==> src/rtl/decoder_pipe_pkg.sv <==
// Shared widths and the one-hot helper for the decoder pipe and other one-hot select paths.
package decoder_pkg;
   localparam int CODE_W    = 3;
   localparam int DATA_W    = 8;
   localparam int BUF_DEPTH = 2;
   localparam int PTR_W     = $clog2(BUF_DEPTH);
   localparam int CNT_W     = $clog2(BUF_DEPTH + 1);

   function automatic logic [DATA_W-1:0] onehot_of(input logic [CODE_W-1:0] code);
      return DATA_W'(1) << code;
   endfunction
endpackage

==> src/rtl/decoder_pipe_if.sv <==
// Code-in / one-hot-out bus of the decoder pipe; slave is the decoder side, master the environment.
// Handshake: a transfer happens on a rising edge where valid && ready; valid never waits on ready.
interface decoder_pipe_if #(
   parameter int CODE_W = decoder_pkg::CODE_W,
   parameter int DATA_W = decoder_pkg::DATA_W
);
   logic [CODE_W-1:0]            Code;
   logic                         code_valid;
   logic                         code_ready;
   logic [DATA_W-1:0]            Data;
   logic                         data_valid;
   logic                         data_ready;
   logic [decoder_pkg::CNT_W-1:0] count;

   modport master (
      output Code, code_valid, data_ready,
      input  code_ready, Data, data_valid, count
   );

   modport slave (
      input  Code, code_valid, data_ready,
      output code_ready, Data, data_valid, count
   );
endinterface

==> src/rtl/decoder_pipe_onehot_buf.sv <==
// Two-entry FIFO for one-hot select words; empty head reads as zero so consumers never see X.
module onehot_buf
   import decoder_pkg::*;
#(
   parameter int W = DATA_W
) (
   input  logic             clock,
   input  logic             reset,
   input  logic             push,
   input  logic [W-1:0]     wdata,
   input  logic             pop,
   output logic [W-1:0]     rdata,
   output logic             full,
   output logic             empty,
   output logic [CNT_W-1:0] count
);
   logic [W-1:0]     mem_q [BUF_DEPTH];
   logic [W-1:0]     mem_d [BUF_DEPTH];
   logic [PTR_W-1:0] wr_ptr_q, wr_ptr_d;
   logic [PTR_W-1:0] rd_ptr_q, rd_ptr_d;
   logic [CNT_W-1:0] count_q, count_d;
   logic             do_push, do_pop;

   assign full    = (count_q == CNT_W'(BUF_DEPTH));
   assign empty   = (count_q == '0);
   assign do_push = push && !full;
   assign do_pop  = pop && !empty;
   assign count   = count_q;
   assign rdata   = empty ? '0 : mem_q[rd_ptr_q];

   always_comb begin
      mem_d    = mem_q;
      wr_ptr_d = wr_ptr_q;
      rd_ptr_d = rd_ptr_q;
      count_d  = count_q;
      if (do_push) begin
         mem_d[wr_ptr_q] = wdata;
         wr_ptr_d        = wr_ptr_q + PTR_W'(1);
      end
      if (do_pop) begin
         rd_ptr_d = rd_ptr_q + PTR_W'(1);
      end
      // Push and pop together leave occupancy unchanged.
      if (do_push && !do_pop) begin
         count_d = count_q + CNT_W'(1);
      end else if (do_pop && !do_push) begin
         count_d = count_q - CNT_W'(1);
      end
   end

   always_ff @(posedge clock or negedge reset) begin
      if (!reset) begin
         for (int i = 0; i < BUF_DEPTH; i++) begin
            mem_q[i] <= '0;
         end
         wr_ptr_q <= '0;
         rd_ptr_q <= '0;
         count_q  <= '0;
      end else begin
         mem_q    <= mem_d;
         wr_ptr_q <= wr_ptr_d;
         rd_ptr_q <= rd_ptr_d;
         count_q  <= count_d;
      end
   end
endmodule

==> src/rtl/decoder_pipe.sv <==
// Registered 3-to-8 one-hot decoder with a two-word output buffer absorbing consumer back-pressure.
module decoder_pipe
   import decoder_pkg::*;
(
   input logic           clock,
   input logic           reset,
   decoder_pipe_if.slave bus
);
   logic              push, pop;
   logic              full, empty;
   logic [DATA_W-1:0] head;
   logic [CNT_W-1:0]  occ;

   // code_ready depends only on occupancy, so a full buffer refuses a push even while popping.
   assign bus.code_ready = !full;
   assign bus.data_valid = !empty;
   assign bus.Data       = head;
   assign bus.count      = occ;
   assign push           = bus.code_valid && !full;
   assign pop            = bus.data_ready && !empty;

   onehot_buf #(.W(DATA_W)) u_buf (
      .clock (clock),
      .reset (reset),
      .push  (push),
      .wdata (onehot_of(bus.Code)),
      .pop   (pop),
      .rdata (head),
      .full  (full),
      .empty (empty),
      .count (occ)
   );
endmodule
==> src/flat_wrapper.sv <==
// flat-port wrapper written by rule: the top's interface ports become plain ports
module decoder_pipe_flat import decoder_pkg::*;
  (clock, reset, bus_Code, bus_code_valid, bus_data_ready, bus_code_ready, bus_Data, bus_data_valid, bus_count);
  decoder_pipe_if bus_i ();
  input logic clock;
  input logic reset;
  input wire logic [$bits(bus_i.Code)-1:0] bus_Code;
  input wire logic [$bits(bus_i.code_valid)-1:0] bus_code_valid;
  input wire logic [$bits(bus_i.data_ready)-1:0] bus_data_ready;
  output wire logic [$bits(bus_i.code_ready)-1:0] bus_code_ready;
  output wire logic [$bits(bus_i.Data)-1:0] bus_Data;
  output wire logic [$bits(bus_i.data_valid)-1:0] bus_data_valid;
  output wire logic [$bits(bus_i.count)-1:0] bus_count;
  assign bus_i.Code = bus_Code;
  assign bus_i.code_valid = bus_code_valid;
  assign bus_i.data_ready = bus_data_ready;
  assign bus_code_ready = bus_i.code_ready;
  assign bus_Data = bus_i.Data;
  assign bus_data_valid = bus_i.data_valid;
  assign bus_count = bus_i.count;
  decoder_pipe u_core (.clock(clock), .reset(reset), .bus(bus_i));
endmodule
==> config.mk <==
export PLATFORM = sky130hd
export DESIGN_NAME = decoder_pipe_flat
export DESIGN_NICKNAME = d
export VERILOG_FILES = /design/src/rtl/decoder_pipe_pkg.sv /design/src/rtl/decoder_pipe_if.sv /design/src/rtl/decoder_pipe_onehot_buf.sv /design/src/rtl/decoder_pipe.sv /design/src/flat_wrapper.sv
export SDC_FILE = /design/constraint.sdc
export NUM_CORES = 1
export LEC_CHECK = 0
export ABC_AREA = 1
export CORE_UTILIZATION = 36
export CTS_BUF_LIST = sky130_fd_sc_hd__clkbuf_2
export CTS_CLUSTER_DIAMETER = 40
export DETAILED_ROUTE_END_ITERATION = 10
export PLACE_DENSITY = 0.63
export SKIP_CTS_REPAIR_TIMING = 1
export SLEW_MARGIN = 30
export SYNTH_ARGS = -nofsm -noshare
export SYNTH_HDL_FRONTEND = slang
export SYNTH_HIERARCHICAL = 1
export SYNTH_SLANG_ARGS = --single-unit
==> constraint.sdc <==
create_clock -name clock -period 1.84 [get_ports clock]
set_input_delay 0.368 -clock clock [delete_from_list [all_inputs] [get_ports clock]]
set_output_delay 0.368 -clock clock [all_outputs]
set_load 0.005 [all_outputs]
==> results of run 1 <==
==> registers in the layout, summed over array words and instances, names as in the netlist <==
register and count:
u_core/u_buf/mem_q 16, u_core/u_buf/count 2, u_core/u_buf/rd_ptr_q 1, u_core/u_buf/wr_ptr_q 1
==> stage by stage <==
step / TNS (ns) / total power [mW] / instance area, um^2 / util / worst slack (ns)
after floorplan: 0 / 1.50 / 1110 / - / 0.0132
after detailed placement: 0 / 1.88 / 1300 / 0.456 / 0.0182
final: 0 / 2.20 / 1410 / 0.494 / 0.0893
after global placement: 0 / 1.85 / 1300 / 0.456 / 0.0475
after global routing: -0.168 / 2.38 / 1410 / 0.494 / -0.0286
after CTS: -2.11 / 2.06 / 1320 / 0.463 / -0.253
==> kinds of logic (layout without fill, tap and decap cells) <==
| family | Yosys count | after routing | synth area share |
|---|---|---|---|
| fa+ha+maj | 1 | 1 | 0.0112 |
| flops | 20 | 20 | 0.450 |
| compound gates | 9 | 9 | 0.0405 |
| xor+xnor | 1 | 1 | 0.00788 |
| simple gates | 94 | 94 | 0.378 |
| buf+inv | 21 | 49 | 0.112 |
==> final timing paths <==
check / endpoint / cells past startpoint / slack (ns)
max: u_core/u_buf/count[1] / 11 / 0.09
min in group clock: u_core/u_buf/mem_q[11] / 2 / 0.50
min: u_core/u_buf/wr_ptr_q / 2 / 0.36
max reg2reg: u_core/u_buf/count[1] / 11 / 0.09
max in group asynchronous: u_core/u_buf/count[1] / 2 / 1.25
min reg2reg: u_core/u_buf/mem_q[11] / 2 / 0.50
==> layer usage <==
layer	track usage	wire (um)	up-vias	part of all wire
li1	-	-	522	-
met1	0.236	1240	477	0.46
met2	0.246	1290	29	0.48
met3	0.0204	105	4	0.039
met4	0.0732	39	0	0.015
met5	0	0	-	0
==> final cells by class <==
cell class,instances,share of cell area
clock buffer,3,0.0106
tap,31,0.0275
multi-input combinational,105,0.351
clock inverter,1,0.00266
timing repair inverter,1,0.00532
timing repair buffer,29,0.202
inverter,15,0.0426
sequential,20,0.358
==> synth_stat cells <==
master / instances
clkbuf_8: 2
buf_12: 1
nand3b_1: 1
buf_2: 2
o21ai_0: 1
nor2_2: 1
clkinv_1: 2
nand2_2: 1
ha_1: 1
nand3_4: 1
nor2_1: 10
buf_6: 1
nand4_1: 17
xnor2_1: 1
inv_2: 2
dfrtp_1: 20
inv_1: 11
nand3_1: 2
a21oi_1: 8
nand2_1: 61
==> power by group through the flow <==
stage | clock network (mW) | logic (mW) | registers, mW
2_1_floorplan | 0 | 0.740 | 0.765
3_3_place_gp | 0 | 1.02 | 0.824
3_5_place_dp | 0 | 1.05 | 0.828
4_1_cts | 0.186 | 1.06 | 0.819
5_1_grt | 0.216 | 1.29 | 0.875
6_report | 0.179 | 1.18 | 0.849
==> critical path: stages, from the launching register on <==
cell	delay (ns)
dfrtp_2	0.49
buf_4	0.16
nand2_2	0.09
inv_1	0.06
nor2_1	0.13
nand2_1	0.10
inv_1	0.07
ha_1	0.25
inv_1	0.10
nand3_1	0.11
nand2_1	0.08
nand2_1	0.04
==> results.rst, run 1 <==
.. list-table::
   :header-rows: 1

   * - Metric
     - Value
   * - Status
     - finished, violations left
   * - Violations in the final reports
     - DRC
   * - Detailed-placement wirelength estimate
     - 1800 um
   * - Share of total power consumed by net switching
     - 0.435
   * - Required time at the endpoint of the critical path
     - 2.07 ns
   * - 1st-iter DRT viols
     - 53
   * - Maximum vdd drop
     - 0.566 mV
   * - Dominant cell type by area after synthesis
     - dfrtp_1
   * - Weighted congestion at the end of routability-driven global placement
     - 0.807
   * - Slew at the pin with the worst max-slew slack
     - 0.333 ns
   * - RSZ-0062 raised after global routing
     - true
   * - Number of register bits inferred by synthesis
     - 20
   * - Count of mapped cells out of synthesis
     - 146
   * - Total routing usage reported by global routing
     - 0.164
   * - Clock Skews
     - 0.00889 ns
   * - Clk network pwr share
     - 0.081
   * - Commonest non-fill, non-tap cells in the layout
     - nand2_1 (61), nand4_1 (17), dfrtp_1 (17)
   * - Endpoint type of the worst setup path
     - register
   * - Port Buffer Count
     - 18
   * - GR Overflow Total
     - 0
   * - Count of maximum capacitance violations
     - 0
   * - Root Buffer Master
     - clkbuf_2
   * - Fraction of the yosys area taken by sequential cells
     - 0.450
   * - Final cell count without fillers
     - 205
   * - Net count after synthesis
     - 154
   * - Pwr dens
     - 1560 nW/um^2
   * - Max-slew headroom at the worst pin
     - 0.778
   * - Area used by sequential logic in the layout
     - 504 um^2
   * - Via count of the first global-routing pass
     - 941
   * - Cell Area, Synth
     - 1110 um^2
   * - # placed instances
     - 194
   * - Area growth syn-to-layout
     - 26.8%
   * - Switching power
     - 0.958 mW
   * - Wire length per cell
     - 13.1 um
   * - RR Startpoint
     - u_core/u_buf/count[1]
   * - Maximum number of pins on one net before global-route repair
     - 21
   * - Clock Sink Count
     - 20
   * - Remaining number of nets flagged by the antenna check after routing
     - 0
   * - Tightest hold margin
     - 0.365 ns
   * - Number of inserted diodes
     - 0
   * - Clock transition time at the flip-flop clock pins of the worst setup and hold paths
     - 0.19 ns
   * - Setup violators final
     - 0
   * - FP Rows
     - 19
   * - Worst endpoint data arrival time
     - 1.98 ns
   * - Final max-slew violation count
     - 0
   * - Final clock period utilization by the worst path
     - 0.951
   * - Die outline width
     - 57.6 um
   * - Synth top area cells
     - dfrtp_1 (45%), nand2_1 (21%), nand4_1 (9.6%)
   * - Fill cell instance count of the final layout
     - 296
   * - Die outline area
     - 3320 um^2
   * - Internal power summed over all cells
     - 1.25 mW
   * - Via count of the routed design
     - 1,032
   * - Starting Density
     - 0.390
   * - Global-route wire length before repair
     - 4130 um
   * - TritonCTS clock tree
     - built
   * - Initial antenna violation count
     - 0
   * - Share of cells above drive strength 1
     - 0.149
   * - Buffer levels on the longest clock path
     - 2
   * - Core footprint
     - 2850 um^2
   * - Number of top-level pins
     - 19
   * - Post-synthesis area per instance
     - 7.62 um^2
   * - Vias per Instance
     - 5.03
   * - Source-to-sink clock delay at the later pin of the worst-skew pair
     - 0.31 ns
   * - Static leakage
     - 0.833 nW
   * - Final nets
     - 183
   * - Number of buffers created by CTS
     - 3
   * - Share of Yosys cell area claimed by the top area cell type
     - 0.450
   * - Routed wire length
     - 2680 um
   * - Critical Path Fanout Max
     - 5
   * - Distinct cell type count of the synthesized netlist
     - 20
   * - Drt pass-1 iters
     - 7
   * - Critical path class
     - reg -> reg
   * - Yosys Warn Count
     - 6
   * - DRC violation count after routing
     - 2
   * - Commonest non-fill, non-tap cell in the layout
     - nand2_1
   * - Sequential power share
     - 0.385
   * - Die H
     - 57.6 um
   * - Max Clock Freq
     - 0.571 GHz
   * - Minimum clock period
     - 1.75 ns
   * - H-tree lvl count
     - 1
   * - Worst min path class
     - in -> async
   * - Launch point of the worst path
     - u_core/u_buf/count[1]
   * - Combinational fraction of design power
     - 0.533
   * - Multi-input logic area
     - 495 um^2
   * - Final count of hold timing violations
     - 0
   * - Startpoint class of the critical path
     - register
(Power assumes the default switching activity.)
==> run 2: changes to the inputs <==
- ABC_CLOCK_PERIOD_IN_PS: not set -> 1840
- CELL_PAD_IN_SITES_DETAIL_PLACEMENT: not set -> 0
- CELL_PAD_IN_SITES_GLOBAL_PLACEMENT: not set -> 1
- CORE_UTILIZATION: 36 -> 35
- PLACE_DENSITY: 0.63 -> 0.79
==> run 2 against run 1 <==
Effect of this change:
- the run now ends clean
- global-route usage is 1.4 points lower
- via count shrank 2.3%
- combinational power rose by 4%
- cell count increased by 7.8%
- critical path depth is 4 lower
- first-iteration DRC count increased by 7.5%
- sequential share of layout area decreased by 1.1 points
- worst hold slack improved by 0.0046 ns
- final area rose by 2.8%
- setup slack worse by 0.074 ns
- clock-buffer cell count unchanged
- critical path type is now reg -> out
- largest cell class unchanged
- highest routed layer is now met3
==> results.rst, run 2 (synthesis gave the netlist of run 1 again) <==
.. list-table::
   :header-rows: 1

   * - Metric
     - Value
   * - Buffer levels on the longest clock path
     - 2 (unchanged)
   * - Status
     - completed
   * - RSZ-0062 raised after global routing
     - true
   * - Cell-by-cell trace of the critical path
     - buf_6 -> clkinvlp_4 -> buf_6 -> buf_4 -> nand2_1 -> a21oi_2 -> buf_2
   * - Drt pass-1 iters
     - 6 (-1)
   * - Final clock period utilization by the worst path
     - 0.992 (+0.0403)
   * - # placed instances
     - 208 (+7.2%)
   * - Via count of the first global-routing pass
     - 862 (-8.4%)
   * - Max-slew headroom at the worst pin
     - 0.776 (-0.00208)
   * - GR Overflow Total
     - 0 (unchanged)
   * - Post-route standard cell area excluding fillers
     - 1450 um^2 (+2.8%)
   * - Endpoint type of the worst setup path
     - primary output
   * - Clock transition time at the flip-flop clock pins of the worst setup and hold paths
     - 0.18 ns (about the same)
   * - Setup ws final
     - 0.0152 ns (-0.0741 ns)
   * - Number of top-level pins
     - 19 (unchanged)
   * - Cell with the biggest individual delay on the critical path
     - dfrtp_2
   * - Number of inserted diodes
     - 0 (unchanged)
   * - Grt met3 use
     - 0.0132 (-0.00722)
   * - Root Buffer Master
     - clkbuf_2
   * - Die H
     - 58.4 um (+1.4%)
   * - Die outline area
     - 3410 um^2 (+2.8%)
   * - Share of total power consumed by net switching
     - 0.419 (-0.0157)
   * - Post-place instance area
     - 1330 um^2 (+1.8%)
   * - Slowest stage delay, CP
     - 0.49 ns (about the same)
   * - Final cell count without fillers
     - 221 (+7.8%)
   * - Pwr dens
     - 1540 nW/um^2 (-1.7%)
   * - Final nets
     - 186 (+1.6%)
   * - Worst slack at placement
     - 0.0345 ns (+0.0163 ns)
   * - Most frequent cell on the critical path
     - buf_6
   * - Worst endpoint data arrival time
     - 1.46 ns (-0.52 ns)
   * - 1st-iter DRT viols
     - 57 (+7.5%)
   * - Die outline width
     - 58.4 um (+1.4%)
   * - Clock Skews
     - 0.00186 ns (-0.00704 ns)
   * - Commonest non-fill, non-tap cell in the layout
     - nand2_1
   * - Clock Sink Count
     - 20 (unchanged)
   * - Final sum of negative setup slack
     - 0 ns (unchanged)
   * - Top cell family by delay on the critical path
     - buffers and inverters
   * - TritonCTS clock tree
     - built
   * - Max Clock Freq
     - 0.548 GHz (-4.1%)
   * - Number of buffers created by CTS
     - 3 (unchanged)
   * - DRC violation count after routing
     - 0 (-2)
   * - Met2 usage
     - 0.225 (-0.0209)
   * - Core footprint
     - 3030 um^2 (+6.1%)
   * - Static leakage
     - 0.821 nW (-1.4%)
   * - Slew at the pin with the worst max-slew slack
     - 0.336 ns (+0.00312 ns)
   * - Critical Path Fanout Max
     - 3 (-2)
   * - Switching power
     - 0.934 mW (-2.5%)
   * - Wire length per cell
     - 11.0 um (-16%)
   * - Area growth syn-to-layout
     - 30.4%
   * - Final count of hold timing violations
     - 0 (unchanged)
   * - Setup violators final
     - 0 (unchanged)
   * - Setup slack, reg-to-reg
     - 0.15 ns (+0.06 ns)
   * - Share of cells above drive strength 1
     - 0.181 (+0.0314)
   * - Required time at the endpoint of the critical path
     - 1.47 ns (-0.60 ns)
   * - Remaining number of nets flagged by the antenna check after routing
     - 0 (unchanged)
   * - Weighted congestion at the end of routability-driven global placement
     - 0.766 (-5.1%)
   * - Global-route wire length before repair
     - 3860 um (-6.5%)
   * - Count of maximum capacitance violations
     - 0 (unchanged)
   * - Minimum clock period
     - 1.82 ns (+0.0741 ns)
   * - Initial antenna violation count
     - 0 (unchanged)
   * - Final max-slew violation count
     - 0 (unchanged)
   * - Via count of the routed design
     - 1,008 (-2.3%)
   * - Internal power summed over all cells
     - 1.29 mW (+3.9%)
   * - Combinational fraction of design power
     - 0.554 (+0.021)
   * - Worst min path class
     - in -> async
   * - Max FFs per register
     - 16 (unchanged)
   * - Critical path class
     - reg -> out
   * - Starting Density
     - 0.367 (-0.0226)
   * - Total routing usage reported by global routing
     - 0.150 (-0.0141)
   * - Largest register by flop count
     - u_core/u_buf/mem_q
   * - Vias per Instance
     - 4.56 (-9.4%)
   * - Maximum vdd drop
     - 0.658 mV (+16%)
   * - FP Rows
     - 20 (+1)
   * - Routed wire length
     - 2420 um (-9.6%)
   * - Most Used Layer, Global Route
     - met2
   * - Detailed-placement wirelength estimate
     - 1680 um (-6.7%)
   * - Sequential power share
     - 0.367 (-0.018)
   * - Clk network pwr share
     - 0.080 (about the same)
   * - Source-to-sink clock delay at the later pin of the worst-skew pair
     - 0.30 ns (about the same)
   * - Fill cell instance count of the final layout
     - 317 (+7.1%)
   * - Number of buffers and inverters on the critical path
     - 5 (+1)
   * - Final design utilization
     - 0.479 (-0.0154)
   * - Maximum number of pins on one net before global-route repair
     - 21 (unchanged)
   * - Commonest non-fill, non-tap cells in the layout
     - nand2_1 (61), dfrtp_1 (18), nand4_1 (17)
   * - H-tree lvl count
     - 1 (unchanged)
   * - Port Buffer Count
     - 18 (unchanged)
   * - Startpoint class of the critical path
     - register
   * - Met1 routing resource usage after global routing
     - 0.223 (-0.0129)
run 2: per-stage QoR:
stage	hold slack [ns]	power, mW
floorplan	0.0724	1.50
global placement	0.456	1.86
detailed placement	0.460	1.88
CTS	0.359	2.06
global route	0.380	2.43
finish	0.369	2.23
run 2: final cells by class:
cell class	instances	area, um^2	area share
clock buffers	3	15.0	0.0104
clock inverters	1	3.75	0.00259
multi-input cells	105	503	0.347
inverters	15	60.1	0.0414
repair buffers	32	303	0.209
flip-flops and latches	20	503	0.347
well taps	44	55.1	0.0380
repair inverters	1	7.51	0.00518
run 2: power groups by stage:
stage / Clock [mW] / Combinational, mW / Sequential (mW)
final: 0.178 / 1.23 / 0.817
after global routing: 0.197 / 1.39 / 0.848
after CTS: 0.188 / 1.07 / 0.804
after detailed placement: 0 / 1.07 / 0.814
after global placement: 0 / 1.05 / 0.811
after floorplan: 0 / 0.740 / 0.765
run 2: worst paths after layout:
kind	end	depth (start not counted)	from
max in group asynchronous	u_core/u_buf/rd_ptr_q	2	reset
max reg2reg	u_core/u_buf/count[1]	12	u_core/u_buf/count[0]
min in group clock	u_core/u_buf/mem_q[9]	2	u_core/u_buf/mem_q[9]
min reg2reg	u_core/u_buf/mem_q[9]	2	u_core/u_buf/mem_q[9]
min	u_core/u_buf/count[1]	2	reset
max	bus_Data[4]	7	u_core/u_buf/rd_ptr_q
run 2: routing by layer:
layer | part of all wire | vias up
met3 | 0.037 | 0
met4 | 0 | 0
met1 | 0.50 | 458
met5 | 0 | -
met2 | 0.46 | 17
li1 | - | 533
==> run 3: changes to the inputs <==
- CORE_UTILIZATION: 35 -> 34
- CTS_BUF_LIST: sky130_fd_sc_hd__clkbuf_2 -> sky130_fd_sc_hd__clkbuf_16
- PLACE_DENSITY: 0.79 -> 0.77
- SLEW_MARGIN: 30 -> not set
==> run 3 against run 2 <==
Effect of this change:
- fmax down 2.3%
- worst hold slack better by 0.086 ns
- sequential share of layout area down 0.44 points
- clock skew up 0.0030 ns
- global-route usage up 0.88 points
- clock-buffer cell count unchanged
- setup slack worse by 0.042 ns
- non-clock buffer count down 4
- the run now ends with setup timing left
- die area up 2.8%
- clock power up 150%
==> results.rst, run 3 (synthesis gave the netlist of run 1 again) <==
.. list-table::
   :header-rows: 1

   * - Metric
     - Value
   * - Count of maximum capacitance violations
     - 0 (unchanged)
   * - Number of top-level pins
     - 19 (unchanged)
   * - Commonest non-fill, non-tap cells in the layout
     - nand2_1 (61), dfrtp_1 (19), nand4_1 (17)
   * - Top cell family by delay on the critical path
     - buffers and inverters
   * - Die outline width
     - 59.2 um (+1.4%)
   * - Number of buffers and inverters on the critical path
     - 3 (-2)
   * - Number of inserted diodes
     - 0 (unchanged)
   * - Required time at the endpoint of the critical path
     - 1.47 ns (about the same)
   * - Via count of the first global-routing pass
     - 920 (+6.7%)
   * - TritonCTS clock tree
     - built
   * - FP Rows
     - 20 (unchanged)
   * - Final clock period utilization by the worst path
     - 1.01 (+0.0229)
   * - Number of buffers created by CTS
     - 3 (unchanged)
   * - GR Overflow Total
     - 0 (unchanged)
   * - Sequential power share
     - 0.344 (-0.023)
   * - Cell with the biggest individual delay on the critical path
     - clkdlybuf4s50_1
   * - WP depth
     - 5 (-2)
   * - Fill cell instance count of the final layout
     - 325 (+2.5%)
   * - Cell-by-cell trace of the critical path
     - clkinv_1 -> buf_4 -> nand2_1 -> a21oi_1 -> clkdlybuf4s50_1
   * - Detailed-placement wirelength estimate
     - 1770 um (+5.7%)
   * - Critical Path Fanout Max
     - 4 (+1)
   * - Critical path class
     - reg -> out
   * - Maximum number of pins on one net before global-route repair
     - 21 (unchanged)
   * - RSZ-0062 raised after global routing
     - true
   * - Buffer levels on the longest clock path
     - 2 (unchanged)
   * - Core footprint
     - 3080 um^2 (+1.7%)
   * - Clk network pwr share
     - 0.185 (+0.105)
   * - H-tree lvl count
     - 1 (unchanged)
   * - RR Startpoint
     - u_core/u_buf/count[1]
   * - Weighted congestion at the end of routability-driven global placement
     - 0.776 (+1.3%)
   * - Die outline area
     - 3500 um^2 (+2.8%)
   * - Endpoint of the worst-slack reg-to-reg timing path
     - u_core/u_buf/mem_q[0]
   * - DRC violation count after routing
     - 0 (unchanged)
   * - Area growth syn-to-layout
     - 31.7%
   * - Final sum of negative setup slack
     - -0.0269 ns (-0.0269 ns)
   * - Root Buffer Master
     - clkbuf_16
   * - Die H
     - 59.2 um (+1.4%)
   * - Final max-slew violation count
     - 0 (unchanged)
   * - Initial antenna violation count
     - 0 (unchanged)
   * - Total routing usage reported by global routing
     - 0.159 (+0.00882)
   * - Switching power
     - 0.893 mW (-4.4%)
   * - Max FFs per register
     - 16 (unchanged)
   * - Remaining number of nets flagged by the antenna check after routing
     - 0 (unchanged)
   * - Status
     - finished, violations left
   * - Share of cells above drive strength 1
     - 0.110 (-0.0703)
   * - Startpoint class of the critical path
     - register
   * - Final nets
     - 181 (-2.7%)
   * - Clock Skews
     - 0.00482 ns (+0.00297 ns)
   * - Violations in the final reports
     - setup timing
   * - Global-route wire length before repair
     - 4060 um (+5.0%)
   * - Final count of hold timing violations
     - 0 (unchanged)
   * - Clock transition time at the flip-flop clock pins of the worst setup and hold paths
     - 0.06 ns (-0.12 ns)
   * - Maximum vdd drop
     - 0.647 mV (-1.6%)
   * - Share of total power consumed by net switching
     - 0.377 (-0.0423)
   * - Routed wire length
     - 2280 um (-5.8%)
   * - Max-slew headroom at the worst pin
     - 0.776 (about the same)
   * - Source-to-sink clock delay at the later pin of the worst-skew pair
     - 0.25 ns (-0.05 ns)
   * - Drt pass-1 iters
     - 4 (-2)
   * - Slew at the pin with the worst max-slew slack
     - 0.336 ns (+0.0000690 ns)
   * - Port Buffer Count
     - 18 (unchanged)
   * - Internal power summed over all cells
     - 1.48 mW (+14%)
   * - Combinational fraction of design power
     - 0.471 (-0.083)
   * - Setup slack, reg-to-reg
     - 0.19 ns (+0.04 ns)
   * - Vias per Instance
     - 4.53 (-0.63%)
   * - Endpoint type of the worst setup path
     - primary output
   * - Register-to-Register Path Depth
     - 8 (-4)
   * - Via count of the routed design
     - 979 (-2.9%)
   * - Largest register by flop count
     - u_core/u_buf/mem_q
   * - Starting Density
     - 0.361 (-0.00597)
   * - Commonest non-fill, non-tap cell in the layout
     - nand2_1
   * - Clock Sink Count
     - 20 (unchanged)
   * - Launch point of the worst path
     - u_core/u_buf/rd_ptr_q
   * - Slowest stage delay, CP
     - 0.51 ns (+0.02 ns)
   * - Worst slack at placement
     - 0.0396 ns (+0.00505 ns)
   * - Wire length per cell
     - 10.6 um (-3.6%)
   * - 1st-iter DRT viols
     - 22 (-61%)
   * - Pwr dens
     - 1620 nW/um^2 (+5.3%)
   * - Worst endpoint data arrival time
     - 1.50 ns (+0.04 ns)
   * - Minimum clock period
     - 1.87 ns (+0.0421 ns)
   * - Static leakage
     - 0.858 nW (+4.4%)
   * - Max Clock Freq
     - 0.536 GHz (-2.3%)
   * - Setup violators final
     - 1 (+1)
   * - Setup ws final
     - -0.0269 ns (-0.0421 ns)
   * - Worst min path class
     - in -> async
-- run 3: cell count changes in the layout (fill, tap and decap cells not counted), sizes merged --
| cell | change |
|---|---|
| buf | -7 |
| clkdlybuf4s50 | +1 |
| clkinvlp | -2 |
| dlymetal6s2s | +2 |
| inv | +1 |
-- run 3: power groups by stage --
stage | Combinational, mW | Clock (mW) | Sequential, mW
after floorplan | 0.740 | 0 | 0.765
after global placement | 1.08 | 0 | 0.813
after detailed placement | 1.10 | 0 | 0.815
after CTS | 1.11 | 0.444 | 0.810
after global routing | 1.27 | 0.473 | 0.838
final | 1.12 | 0.437 | 0.815
-- run 3: worst max-delay path by stage --
stage                            endpoint
finish                        bus_Data[5]
floorplan           u_core/u_buf/count[1]
detailed placement  u_core/u_buf/count[1]
global route                  bus_Data[5]
CTS                           bus_Data[6]
global placement    u_core/u_buf/count[1]
-- run 3: area by class of cell --
type	count	area (um^2)	share of cell area
flip-flops and latches	20	502	0.342
multi-input cells	105	492	0.336
clock buffers	3	75.1	0.0512
clock inverters	1	3.75	0.00256
inverters	15	56.3	0.0384
well taps	44	55.1	0.0376
repair buffers	28	282	0.192
-- run 3: through the flow --
stage                     utilization  power (mW)  hold slack (ns)  area [um^2]  instances
final                           0.476        2.37            0.455         1470        216
after global routing            0.476        2.59            0.489         1470        216
after CTS                       0.461        2.36            0.466         1420        214
after detailed placement        0.435        1.92            0.460         1340        210
after global placement          0.435        1.90            0.456         1340        210
after floorplan                     -        1.50           0.0724         1110        146
-- run 3: worst reg2reg max path: cells and delay by family (launching register included) --
family | cells | cell delay (ns)
flip-flops | 1 | 0.40
buffers and inverters | 3 | 0.45
AND/OR/NAND/NOR | 5 | 0.67
-- run 3: routing by layer --
layer  vias to the layer above  routed length, um  GRT usage
met3                         4                 79     0.0131
met1                       429               1200      0.228
met2                        17                953      0.233
li1                        529                  -          -
met5                         -                  0          0
met4                         0                 50     0.0918
